`config.mk`:
```
export PLATFORM = sky130hd
export DESIGN_NAME = mem_bus_arbiter
export DESIGN_NICKNAME = d
export VERILOG_FILES = /design/src/rtl/mem_bus_arbiter_pkg.sv /design/src/rtl/mem_bus_arbiter_arb_req_mux.sv /design/src/rtl/mem_bus_arbiter.sv
export SDC_FILE = /design/constraint.sdc
export NUM_CORES = 1
export LEC_CHECK = 0
export CAP_MARGIN = 15
export CORE_AREA = 2 2 203 205
export DETAILED_ROUTE_END_ITERATION = 8
export DIE_AREA = 0 0 205 207
export PLACE_DENSITY_LB_ADDON = 0.1
export SLEW_MARGIN = 20
export SYNTH_ARGS = -nofsm -noshare
export SYNTH_HDL_FRONTEND = slang
export SYNTH_SLANG_ARGS = --single-unit
```
`constraint.sdc`:
```
create_clock -name clk -period 1.7 [get_ports clk]
set_input_delay 0.17 -clock clk [delete_from_list [all_inputs] [get_ports clk]]
set_output_delay 0.17 -clock clk [all_outputs]
set_load 0.1 [all_outputs]
```
`src/rtl/mem_bus_arbiter_pkg.sv`:
```
// Shared types and constants for the core-to-memory port arbiter.
package mem_bus_arbiter_pkg;

  typedef enum logic [1:0] {
    IDLE    = 2'd0,
    GRANT_I = 2'd1,
    GRANT_D = 2'd2,
    DRAIN_I = 2'd3
  } arb_state_t;

  // Default number of back-to-back data grants tolerated while fetch waits.
  localparam int DEF_FETCH_STARVE_MAX = 4;

  typedef logic [2:0] msize_t;
  localparam msize_t MSIZE1 = 3'd0;
  localparam msize_t MSIZE2 = 3'd1;
  localparam msize_t MSIZE4 = 3'd2;
  localparam msize_t MSIZE8 = 3'd3;

  typedef logic [3:0] mlen_t;
  localparam mlen_t MLEN1 = 4'd0;

  typedef logic [1:0] axi_burst_t;
  localparam axi_burst_t AXI_BURST_FIXED = 2'b00;

  typedef struct packed {
    logic        valid;
    logic [63:0] addr;
  } ibus_req_t;

  typedef struct packed {
    logic        addr_ok;
    logic        data_ok;
    logic [31:0] data;
  } ibus_resp_t;

  typedef struct packed {
    logic        valid;
    logic [63:0] addr;
    msize_t      size;
    logic [7:0]  strobe;
    logic [63:0] data;
  } dbus_req_t;

  typedef struct packed {
    logic        addr_ok;
    logic        data_ok;
    logic [63:0] data;
  } dbus_resp_t;

  typedef struct packed {
    logic        valid;
    logic        is_write;
    msize_t      size;
    logic [63:0] addr;
    logic [7:0]  strobe;
    logic [63:0] data;
    mlen_t       len;
    axi_burst_t  burst;
  } cbus_req_t;

  typedef struct packed {
    logic        ready;
    logic        last;
    logic [63:0] data;
  } cbus_resp_t;

endpackage

```
`src/rtl/mem_bus_arbiter_arb_req_mux.sv`:
```
// Formats the selected ibus/dbus request as a cbus request and picks the
// 32-bit fetch word out of the 64-bit memory response.
module arb_req_mux
  import mem_bus_arbiter_pkg::*;
(
  input  logic        sel_data,
  input  ibus_req_t   ireq,
  input  dbus_req_t   dreq,
  input  logic        word_hi,
  input  logic [63:0] rdata,
  output cbus_req_t   req,
  output logic [31:0] fetch_word
);

  // Request formatting: data side passes through, fetch is a 4-byte read.
  always_comb begin
    req = '0;
    if (sel_data) begin
      req.valid    = dreq.valid;
      req.is_write = |dreq.strobe;
      req.size     = dreq.size;
      req.addr     = dreq.addr;
      req.strobe   = dreq.strobe;
      req.data     = dreq.data;
    end else begin
      req.valid    = ireq.valid;
      req.is_write = 1'b0;
      req.size     = MSIZE4;
      req.addr     = ireq.addr;
      req.strobe   = 8'h00;
      req.data     = 64'h0;
    end
    req.len   = MLEN1;
    req.burst = AXI_BURST_FIXED;
  end

  // Instruction word lives in the upper half when addr[2] is set.
  assign fetch_word = word_hi ? rdata[63:32] : rdata[31:0];

endmodule

```
`src/rtl/mem_bus_arbiter.sv`:
```
// Non-preemptive arbiter sharing one memory port between fetch and data,
// data first, with a bounded-starvation counter guaranteeing fetch progress.
module mem_bus_arbiter
  import mem_bus_arbiter_pkg::*;
#(
  parameter int FETCH_STARVE_MAX = mem_bus_arbiter_pkg::DEF_FETCH_STARVE_MAX,
  parameter int CNT_W            = 3
) (
  input  logic       clk,
  input  logic       rst,
  input  ibus_req_t  ireq,
  output ibus_resp_t iresp,
  input  dbus_req_t  dreq,
  output dbus_resp_t dresp,
  output cbus_req_t  oreq,
  input  cbus_resp_t oresp,
  input  logic       ifetch_kill
);

  localparam logic [CNT_W-1:0] CNT_MAX = CNT_W'(FETCH_STARVE_MAX);

  arb_state_t       state_reg;
  logic [CNT_W-1:0] cnt_reg;
  cbus_req_t        req_reg;

  logic       grant_d;
  logic       grant_i;
  logic       done;
  cbus_req_t  mux_req;
  logic [31:0] fetch_word;

  // Data wins unless fetch is waiting and has already been passed over MAX times.
  assign grant_d = dreq.valid && !(ireq.valid && (cnt_reg == CNT_MAX));
  assign grant_i = !grant_d && ireq.valid;
  assign done    = oresp.ready && oresp.last && (state_reg != IDLE);

  arb_req_mux u_req_mux (
    .sel_data   (grant_d),
    .ireq       (ireq),
    .dreq       (dreq),
    .word_hi    (req_reg.addr[2]),
    .rdata      (oresp.data),
    .req        (mux_req),
    .fetch_word (fetch_word)
  );

  // Arbitration FSM, request latch and starvation counter.
  always_ff @(posedge clk) begin
    if (rst) begin
      state_reg <= IDLE;
      cnt_reg   <= '0;
      req_reg   <= '0;
    end else begin
      case (state_reg)
        IDLE: begin
          if (grant_d) begin
            state_reg <= GRANT_D;
            req_reg   <= mux_req;
            if (!ireq.valid)
              cnt_reg <= '0;
            else if (cnt_reg != CNT_MAX)
              cnt_reg <= cnt_reg + 1'b1;
          end else if (grant_i) begin
            state_reg <= GRANT_I;
            req_reg   <= mux_req;
            cnt_reg   <= '0;
          end
        end
        GRANT_I: begin
          if (done) begin
            state_reg     <= IDLE;
            req_reg.valid <= 1'b0;
          end else if (ifetch_kill) begin
            state_reg <= DRAIN_I;
          end
        end
        GRANT_D, DRAIN_I: begin
          if (done) begin
            state_reg     <= IDLE;
            req_reg.valid <= 1'b0;
          end
        end
        default: state_reg <= IDLE;
      endcase
    end
  end

  assign oreq = req_reg;

  // Only the owning side sees the completion; a kill in that cycle suppresses fetch.
  always_comb begin
    iresp         = '0;
    dresp         = '0;
    iresp.data    = fetch_word;
    dresp.data    = oresp.data;
    iresp.addr_ok = done && (state_reg == GRANT_I) && !ifetch_kill;
    iresp.data_ok = iresp.addr_ok;
    dresp.addr_ok = done && (state_reg == GRANT_D);
    dresp.data_ok = dresp.addr_ok;
  end

endmodule

```
# After elaboration in Yosys (flattened, before gate mapping)
# Index checks and enable logic that the tools add are counted.
# classes
n_eq_ne	10
mux	16
reduce_logical	21
n_addsub	1
# op_table
op	n
147-bit 2-to-1 mux	2
141-bit 2-to-1 mux	1
32-bit 2-to-1 mux	1
3-bit 2-to-1 mux	4
2-bit 2-to-1 mux	5
3-bit inequality test, second input constant	3
1-bit logical AND	8
8-bit OR reduction	1
2-bit one-hot mux with 3 select lines	1
3-bit AND reduction	2
2-bit equality test, second input constant	2
2-bit AND reduction	2
2-bit nonzero test	2
3-bit by 1-bit adder with 3-bit output, second input constant	1
3-bit equality test, second input constant	1
1-bit logical NOT	3
3-bit by 2-bit inequality test with 1-bit output, second input constant	1
3-bit OR reduction	1
2-bit by 1-bit equality test with 1-bit output, second input constant	1
2-bit logical NOT	1
2-bit by 1-bit inequality test with 1-bit output, second input constant	1
2-bit inequality test, second input constant	1
1-bit one-hot mux with 2 select lines	1
2-bit OR reduction	1
1-bit 2-to-1 mux	1
# word_totals
reg_bits	152
in_bits	274

# Longest topological paths before layout
# Gate-level depths: netlist of the first run.
# depth
word_depth	9
mapped_depth	9
depth_no_buf	6

# Modules after synthesis
# From an unflattened synthesis of the first run, not the netlist that was laid out.
# hier_totals
hier_cells	976
area_unflattened_um2	8161.6
# modules_own_cells
module	cells_per_inst	n_inst	area_per_inst_um2
mem_bus_arbiter	774	1	6354.8
arb_req_mux	202	1	1806.7

# Least setup slack after synthesis of the first run
# Ideal clock, no wire load.
# synth_path
path_kind	register -> output
from	register state_reg[0]
to	output port iresp[33] (netlist name)
setup_slack_ns	-2.785
n_path_buf	1
stages_incl_launch_ff	3
t_arrival_ns	4.315
path_cell_list	dfxtp_1 nor4b_1 buf_4
# synth_lines
item	line	source
start: declaration	mem_bus_arbiter.sv:22	arb_state_t state_reg;
start signal: assignment	mem_bus_arbiter.sv:50	state_reg <= IDLE;
start signal: assignment	mem_bus_arbiter.sv:57	state_reg <= GRANT_D;
start signal: assignment	mem_bus_arbiter.sv:64	state_reg <= GRANT_I;
end: declaration	mem_bus_arbiter.sv:12	output ibus_resp_t iresp,

==> results of run 1 <==
-- logic make-up after synthesis --
logic type / Yosys count / share of synthesized area
and+or+nand+nor: 227 / 0.126
AOI/OAI and AO/OA: 215 / 0.278
DFF: 146 / 0.402
buffers and inverters: 141 / 0.141
muxes: 32 / 0.0496
adders and majority gates: 2 / 0.00344
other: 1 / 0.000516
-- worst register-to-register path, cell delays in order (launching register included) --
cell	delay, ns
dfxtp_2	0.34
inv_1	0.05
ha_1	0.22
nand3_2	0.09
and2_4	0.19
buf_12	0.15
clkbuf_16	0.18
a21oi_2	0.07
a211oi_2	0.20
-- worst paths after layout --
| path | startpoint | endpoint | slack, ns | depth (start not counted) |
|---|---|---|---|---|
| worst max-delay path | oreq[80] | iresp[18] | -0.06 | 3 |
| worst min-delay path | rst | oreq[74] | 0.07 | 2 |
| worst max register to register | cnt_reg[0] | oreq[138] | 0.12 | 8 |
| worst min register to register | cnt_reg[0] | cnt_reg[0] | 0.47 | 2 |
-- metal layers --
layer / track usage / vias to the layer above
met5: 0 / -
met4: 0.0474 / 2
met3: 0.0570 / 22
met2: 0.285 / 299
met1: 0.216 / 3499
li1: - / 3487
-- power groups by stage --
stage	logic (mW)	registers, mW	clock network, mW
floorplan	3.01	6.47	0
global placement	8.06	4.07	0
detailed placement	8.07	4.07	0
CTS	8.16	4.02	4.20
global route	8.50	4.06	4.32
finish	8.21	4.02	4.04
-- per-stage QoR --
step	hold slack [ns]	worst slack [ns]
after floorplan	0.305	-0.294
after global placement	0.468	-0.117
after detailed placement	0.478	-0.113
after CTS	0.0348	-0.121
after global routing	0.0516	-0.104
final	0.0672	-0.0608
-- synth_stat cells --
cell	count
and3_4	1
nor2_1	141
buf_2	22
a211oi_2	60
buf_12	6
a21oi_1	10
clkbuf_1	17
or3_1	1
a211oi_1	4
nor4b_1	1
nand3_1	2
nor3_1	1
o21ai_0	2
a21oi_2	60
clkbuf_4	1
nor3_2	2
a32oi_1	1
nor2b_1	2
inv_1	2
nor4_1	2
nand2_1	69
a22oi_1	66
nand3_2	1
o21ai_4	1
nor2_4	1
dfxtp_1	146
mux2_2	32
and2_1	1
nor2_2	1
buf_6	4
ha_1	2
a22oi_2	10
buf_4	89
nor3b_1	1
o21a_1	1
conb_1	1
-- cells in the final DEF, fill, tap and decap left out, types with 2 or more instances in the layout --
cell type          n
a211oi_2          60
clkbuf_1           3
a21oi_1           10
mux2_4            32
clkdlybuf4s50_1  272
diode_2            2
conb_1             6
ha_1               2
buf_16             3
buf_12           132
nor2b_1            2
nor2_1           141
inv_1              2
dfxtp_1          142
clkinv_2           2
nand3_1            2
nor4_1             2
dfxtp_4            2
buf_4            155
a21oi_2           60
inv_6              2
clkinvlp_4         2
a211oi_1           4
a22oi_1           66
nand2_1           68
dfxtp_2            2
buf_6              2
o21ai_0            2
bufinv_16          3
a22oi_2           10
clkbuf_16         22
-- cell type report --
| type | count | area, um2 | share of cell area |
|---|---|---|---|
| diodes | 2 | 5.00 | 0.000346 |
| well taps | 532 | 666 | 0.0460 |
| clock inverters | 11 | 153 | 0.0105 |
| clock buffers | 21 | 450 | 0.0311 |
| multi-input cells | 482 | 3500 | 0.242 |
| flip-flops and latches | 146 | 2930 | 0.203 |
| inverters | 2 | 7.51 | 0.000519 |
| repair buffers | 569 | 6760 | 0.467 |
-- what timing repair did --
action                                  in CTS  in global routing
cloned                                       2                  6
buffers inserted                             1                  4
endpoints found under the setup margin      32                101
gates resized for setup                     21                 20
pin swaps                                    0                  3
==> flow_metrics.tcl, run 1 <==
set metrics [dict create \
    status "complete, but fails checks" \
    violations "setup timing" \
    cap_violations 0 \
    rsz0062_at_grt "yes" \
    power.density_nw_per_um2 1120 \
    grt_usage 0.173 \
    wl_met1_um 17100 \
    setup_viol 32 \
    synth_top_cell_by_area "dfxtp_1" \
    clkTransAtPathRegs_ns 0.06 \
    grt_pass1_wl_um 53400 \
    ys_top_cells_by_area "dfxtp_1 (40%), a211oi_2 (10%), buf_4 (9.2%)" \
    arrival_ns 1.59 \
    stdcell_area_um2 14500 \
    path_buf_inv 2 \
    fin_crit_sh 1.04 \
    vdd_drop_max_mv 0.718 \
    synthCells 764 \
    post-route-min-period_ns 1.76 \
    cts_buffers 17 \
    avgViaCountPerCell 4.14 \
    dr.pass1.iters 4 \
    p_clk_frac 0.248 \
    max_stage_delay_ns 0.45 \
    die_h_um 207 \
    grt_max_degree 56 \
    cts_hold_buf 0 \
    fin_nets 1494 \
    power_mw 16.3 \
    clock.fmax_ghz 0.568 \
    gp_congestion 0.821 \
    core_um2 40400 \
    fillers 4139 \
    ant_nets 0 \
    yosys_warnings 0 \
    dr.max_layer_used "met5" \
    setup_tns_ns -1.17 \
    root_buffer "clkbuf_16" \
    drive_gt1_frac 0.409 \
    grt_pass1_vias 7651 \
    finClkSkew_ns 0.0116 \
    cts.sinks 146 \
    cp-end-kind "output port" \
    dpl_cell_area_um2 13500 \
    synth_top_cell_area_share 0.402 \
    power_frac_comb 0.505 \
    critical_path_class "flip-flop to output port" \
    p_int_mw 8.81 \
    fp-row-count 74 \
    finalNonFillerCells 1765 \
    met2_length_um 18400 \
    overflow 0 \
    ys_seq_elements 146 \
    antenna_found_initial 3 \
    clk-insertion-delay-late_ns 0.44 \
    wl_per_cell_um 22.1 \
    power_frac_seq 0.247 \
    hold_path.class "primary input to flip-flop" \
    finish.utilization 0.359 \
    cts.path.max_buffers 2 \
    start_util 0.180 \
    htree_levels 4 \
    path_delay_family "flip-flops" \
    die-area_um2 42400 \
    fin_ws_ns -0.0608 \
    critPathSlowestCell "dfxtp_4" \
    worstPathRequired_ns 1.53 \
    leakage_nw 5.86 \
    avgSynthCellArea_um2 9.52 \
    routed_wl_um 39000 \
    switching_share 0.458 \
    p_switching_mw 7.46 \
    vias 7309 \
    crit_fanout 8 \
    drc 0 \
    synth_area_um2 7270 \
    hold_violations 0 \
    pin_count 521 \
    cts_tree "yes" \
    drtIter0Drc 266 \
    slew_violations 0 \
    path_cells "clkbuf_16 -> mux2_4 -> buf_12" \
    die_x_um 205 \
    synth.distinct_cells 36 \
    startpoint_type "flip-flop" \
    synth.yosys.seq_area_share 0.402 \
    place_hpwl_um 30400 \
    area_delta_synth_final_pct 99.1 \
    dp.cells 1718 \
    largest_reg_flops 141 \
    portBuffers 514 \
    routed-wl-met3_um 3020 \
]
Note: power is estimated with default switching activity, not from simulation.
==> inputs of run 2 (changes only) <==
CORE_AREA = 2 2 202 204   (was 2 2 203 205)
DIE_AREA = 0 0 204 206   (was 0 0 205 207)
DONT_BUFFER_PORTS = 1   (was not set)
SKIP_CTS_REPAIR_TIMING = 1   (was not set)
==> flow_metrics.tcl, run 2 (same netlist as run 1, synthesis figures left out) <==
set metrics [dict create \
    cap_violations 0 \
    cts.path.max_buffers 2 \
    avgViaCountPerCell 4.31 \
    fin_ws_ns -0.0397 \
    met2_usage 0.251 \
    most-common-layout-cells "buf_4 (147), nor2_1 (141), dfxtp_1 (141)" \
    hold_end "oreq[119]" \
    antenna_found_initial 14 \
    clk-insertion-delay-late_ns 0.45 \
    cts.sinks 146 \
    leakage_nw 4.21 \
    die_h_um 206 \
    core_um2 40200 \
    portBuffers 0 \
    drive_gt1_frac 0.431 \
    pin_count 521 \
    grt_pass1_wl_um 44300 \
    cp-end-kind "output port" \
    holdPathStages 1 \
    grt_max_degree 146 \
    clkTransAtPathRegs_ns 0.07 \
    htree_levels 4 \
    routed_wl_um 33400 \
    root_buffer "clkbuf_16" \
    fin_nets 1215 \
    vias 6421 \
    grt_use_met3 0.0613 \
    die_x_um 204 \
    fin_hold_ws_ns -0.199 \
    vdd_drop_max_mv 0.702 \
    cts_tree "yes" \
    finClkSkew_ns 0.0170 \
    violations "hold timing, setup timing" \
    arrival_ns 1.57 \
    worstPathRequired_ns 1.53 \
    hold_violations 105 \
    drtIter0Drc 238 \
    hold_path.class "primary input to flip-flop" \
    place_hpwl_um 24700 \
    reg2reg_to "oreq[139]" \
    startpoint_type "flip-flop" \
    critical_path_class "flip-flop to output port" \
    area_delta_synth_final_pct 48.0 \
    final_common_cell "buf_4" \
    drc 0 \
    power_mw 14.5 \
    worstRegToRegCells 8 \
    rsz0062_at_grt "yes" \
    fp-row-count 74 \
    hold_path.startpoint "rst" \
    grt_pass1_vias 6263 \
    ant_nets 0 \
    start_util 0.181 \
    crit_fanout 13 \
    wl_per_cell_um 22.5 \
    grt_busiest_layer "met2" \
    largest_reg_flops 141 \
    clock.fmax_ghz 0.575 \
    overflow 0 \
    fin_crit_sh 1.02 \
    die-area_um2 42000 \
    power.density_nw_per_um2 1350 \
    setup_viol 33 \
    met1_usage 0.161 \
    cts_buffers 17 \
    slew_violations 0 \
    reg2reg_slack_ns 0.11 \
    r2r_start "cnt_reg[0]" \
    grt_usage 0.145 \
    gp_congestion 0.879 \
    dr.pass1.iters 4 \
    post-route-min-period_ns 1.74 \
    status "complete, but fails checks" \
]
## run 2: cell type report
class,count,area (um2)
Clock inverter,11,200
Timing Repair Buffer,290,3100
Multi-Input combinational cell,482,3390
Sequential cell,146,2930
Antenna cell,6,15.0
Clock buffer,20,447
Fill cell,4295,29400
Tap cell,532,666
Inverter,2,7.51
## run 2: critical path, stage by stage, from the launching register on
cell and delay (ns):
dfxtp_2 0.33, buf_4 0.22, mux2_2 0.40, buf_12 0.17
## run 2: power by group
group          internal (mW)  total (mW)  switching [mW]
clock network           2.66        4.34            1.68
registers               3.78        3.98           0.205
logic                   1.67        6.23            4.56
total                   8.11        14.5            6.44
## run 2: worst max-delay path by stage
stage,from,to,slack [ns],cells after the start
3_5_place_dp,cnt_reg[0],oreq[101],-0.02,7
2_1_floorplan,state_reg[1],iresp[33],-0.29,2
6_report,oreq[80],iresp[2],-0.04,3
4_1_cts,oreq[80],iresp[9],-0.14,3
3_3_place_gp,cnt_reg[0],oreq[101],0.03,7
5_1_grt,oreq[80],iresp[23],-0.10,3
## run 2: routing by layer
layer	vias up	wire [um]
met1	3072	13000
met4	2	799
met5	-	13
li1	2940	-
met2	351	16600
met3	56	3050
## run 2: per-stage QoR
stage,utilization,std cells,instance area [um2],setup slack (ns),setup TNS (ns)
after floorplan,-,769,7340,-0.294,-0.355
after global placement,0.224,1354,8990,0.0279,0
after detailed placement,0.224,1354,8990,-0.0240,-0.0240
after CTS,0.240,1385,9640,-0.139,-3.68
after global routing,0.268,1486,10800,-0.103,-2.98
final,0.268,1489,10800,-0.0397,-0.737
==> inputs of run 3 (changes only) <==
CTS_BUF_LIST = sky130_fd_sc_hd__clkbuf_8   (was not set)
==> flow_metrics.tcl, run 3 (same netlist as run 1, synthesis figures left out) <==
set metrics [dict create \
    cp-end-kind "output port" \
    hold_path.class "primary input to flip-flop" \
    root_buffer "clkbuf_8" \
    power.density_nw_per_um2 1340 \
    startpoint_type "flip-flop" \
    most-common-layout-cells "buf_4 (153), dfxtp_1 (142), nor2_1 (141)" \
    max_stage_delay_ns 0.40 \
    holdPathStages 1 \
    start_util 0.181 \
    critical_path_class "flip-flop to output port" \
    routed-wl-met3_um 3380 \
    dp_slack_ns -0.0240 \
    hold_violations 138 \
    finClkSkew_ns 0.0275 \
    clkTransAtPathRegs_ns 0.09 \
    multi_input_area_um2 3490 \
    portBuffers 0 \
    post-route-min-period_ns 1.75 \
    antenna_found_initial 13 \
    arrival_ns 1.58 \
    dpl_cell_area_um2 8990 \
    drive_gt1_frac 0.494 \
    grt_usage 0.145 \
    area_delta_synth_final_pct 40.9 \
    critPathSlowestCell "dfxtp_4" \
    grt_max_degree 146 \
    die_h_um 206 \
    clock.fmax_ghz 0.570 \
    fillers 4338 \
    clk-insertion-delay-late_ns 0.49 \
    cts.path.max_buffers 2 \
    worstRegToRegCells 8 \
    wl_per_cell_um 24.7 \
    drtIter0Drc 223 \
    fin_ws_ns -0.0531 \
    final_common_cell "buf_4" \
    cts.sinks 146 \
    cts_tree "yes" \
    vdd_drop_max_mv 0.516 \
    drc 0 \
    htree_levels 4 \
    grt_pass1_vias 6247 \
    place_hpwl_um 24700 \
    status "complete, but fails checks" \
    routed_wl_um 35300 \
    met2_length_um 17600 \
    seq_area_um2 2940 \
    vias 6371 \
    rsz0062_at_grt "yes" \
    path_cells "clkbuf_16 -> mux2_2 -> buf_12" \
    fin_nets 1158 \
    fp-row-count 74 \
    avgViaCountPerCell 4.46 \
    power_mw 13.7 \
    dr.pass1.iters 4 \
    wl_met1_um 13300 \
    ant_nets 0 \
    dr.max_layer_used "met5" \
    worstPathRequired_ns 1.53 \
    fin_crit_sh 1.03 \
    fin_hold_ws_ns -0.241 \
    violations "hold timing, setup timing" \
    setup_viol 32 \
    die-area_um2 42000 \
    grt_pass1_wl_um 44200 \
    overflow 0 \
    cts_buffers 17 \
    gp_congestion 0.879 \
    slew_violations 0 \
    largest_reg_flops 141 \
    leakage_nw 4.05 \
    die_x_um 204 \
    crit_fanout 10 \
    pin_count 521 \
    core_um2 40200 \
    cap_violations 0 \
    setup_tns_ns -0.870 \
    stdcell_area_um2 10200 \
    finish.utilization 0.255 \
]
[run 3: changes by cell type in the layout (fill, tap and decap cells not counted), sizes merged]
cell and change:
diode -2, inv +2, buf +16, dlygate4sd3 -79
clkbuf +4
[run 3: routing by layer]
metal,up-vias,global-route usage
met4,2,0.0422
met1,3105,0.161
met5,-,0
met2,379,0.251
met3,65,0.0632
li1,2820,-
[run 3: final timing paths]
path	startpoint	to	slack, ns
setup / recovery	oreq[80]	iresp[13]	-0.05
hold / removal	rst	oreq[119]	-0.24
setup reg to reg	state_reg[1]	oreq[143]	0.05
hold reg to reg	cnt_reg[0]	cnt_reg[0]	0.47
[run 3: through the flow]
| stage | hold WS (ns) | std cells |
|---|---|---|
| global route | -0.317 | 1429 |
| floorplan | 0.305 | 769 |
| detailed placement | 0.252 | 1354 |
| global placement | 0.252 | 1354 |
| CTS | -0.309 | 1385 |
| finish | -0.241 | 1430 |
[run 3: power by group]
part           switching (mW)  total, mW  internal (mW)
combinational            4.65       6.43           1.78
sequential              0.211       3.99           3.77
clock                    1.54       3.33           1.79
total                    6.41       13.7           7.34
[run 3: layout make-up]
class | count | share of cell area
Multi-Input combinational cell | 482 | 0.341
Sequential cell | 146 | 0.287
Timing Repair Buffer | 233 | 0.261
Tap cell | 532 | 0.0650
Clock buffer | 18 | 0.0242
Clock inverter | 13 | 0.0203
Antenna cell | 4 | 0.000978
Inverter | 2 | 0.000733
[run 3: worst max-delay path: cells and delay by family (launching register included)]
kind	cells	cell delay (ns)
muxes	1	0.36
buffers and inverters	2	0.34
DFF	1	0.40
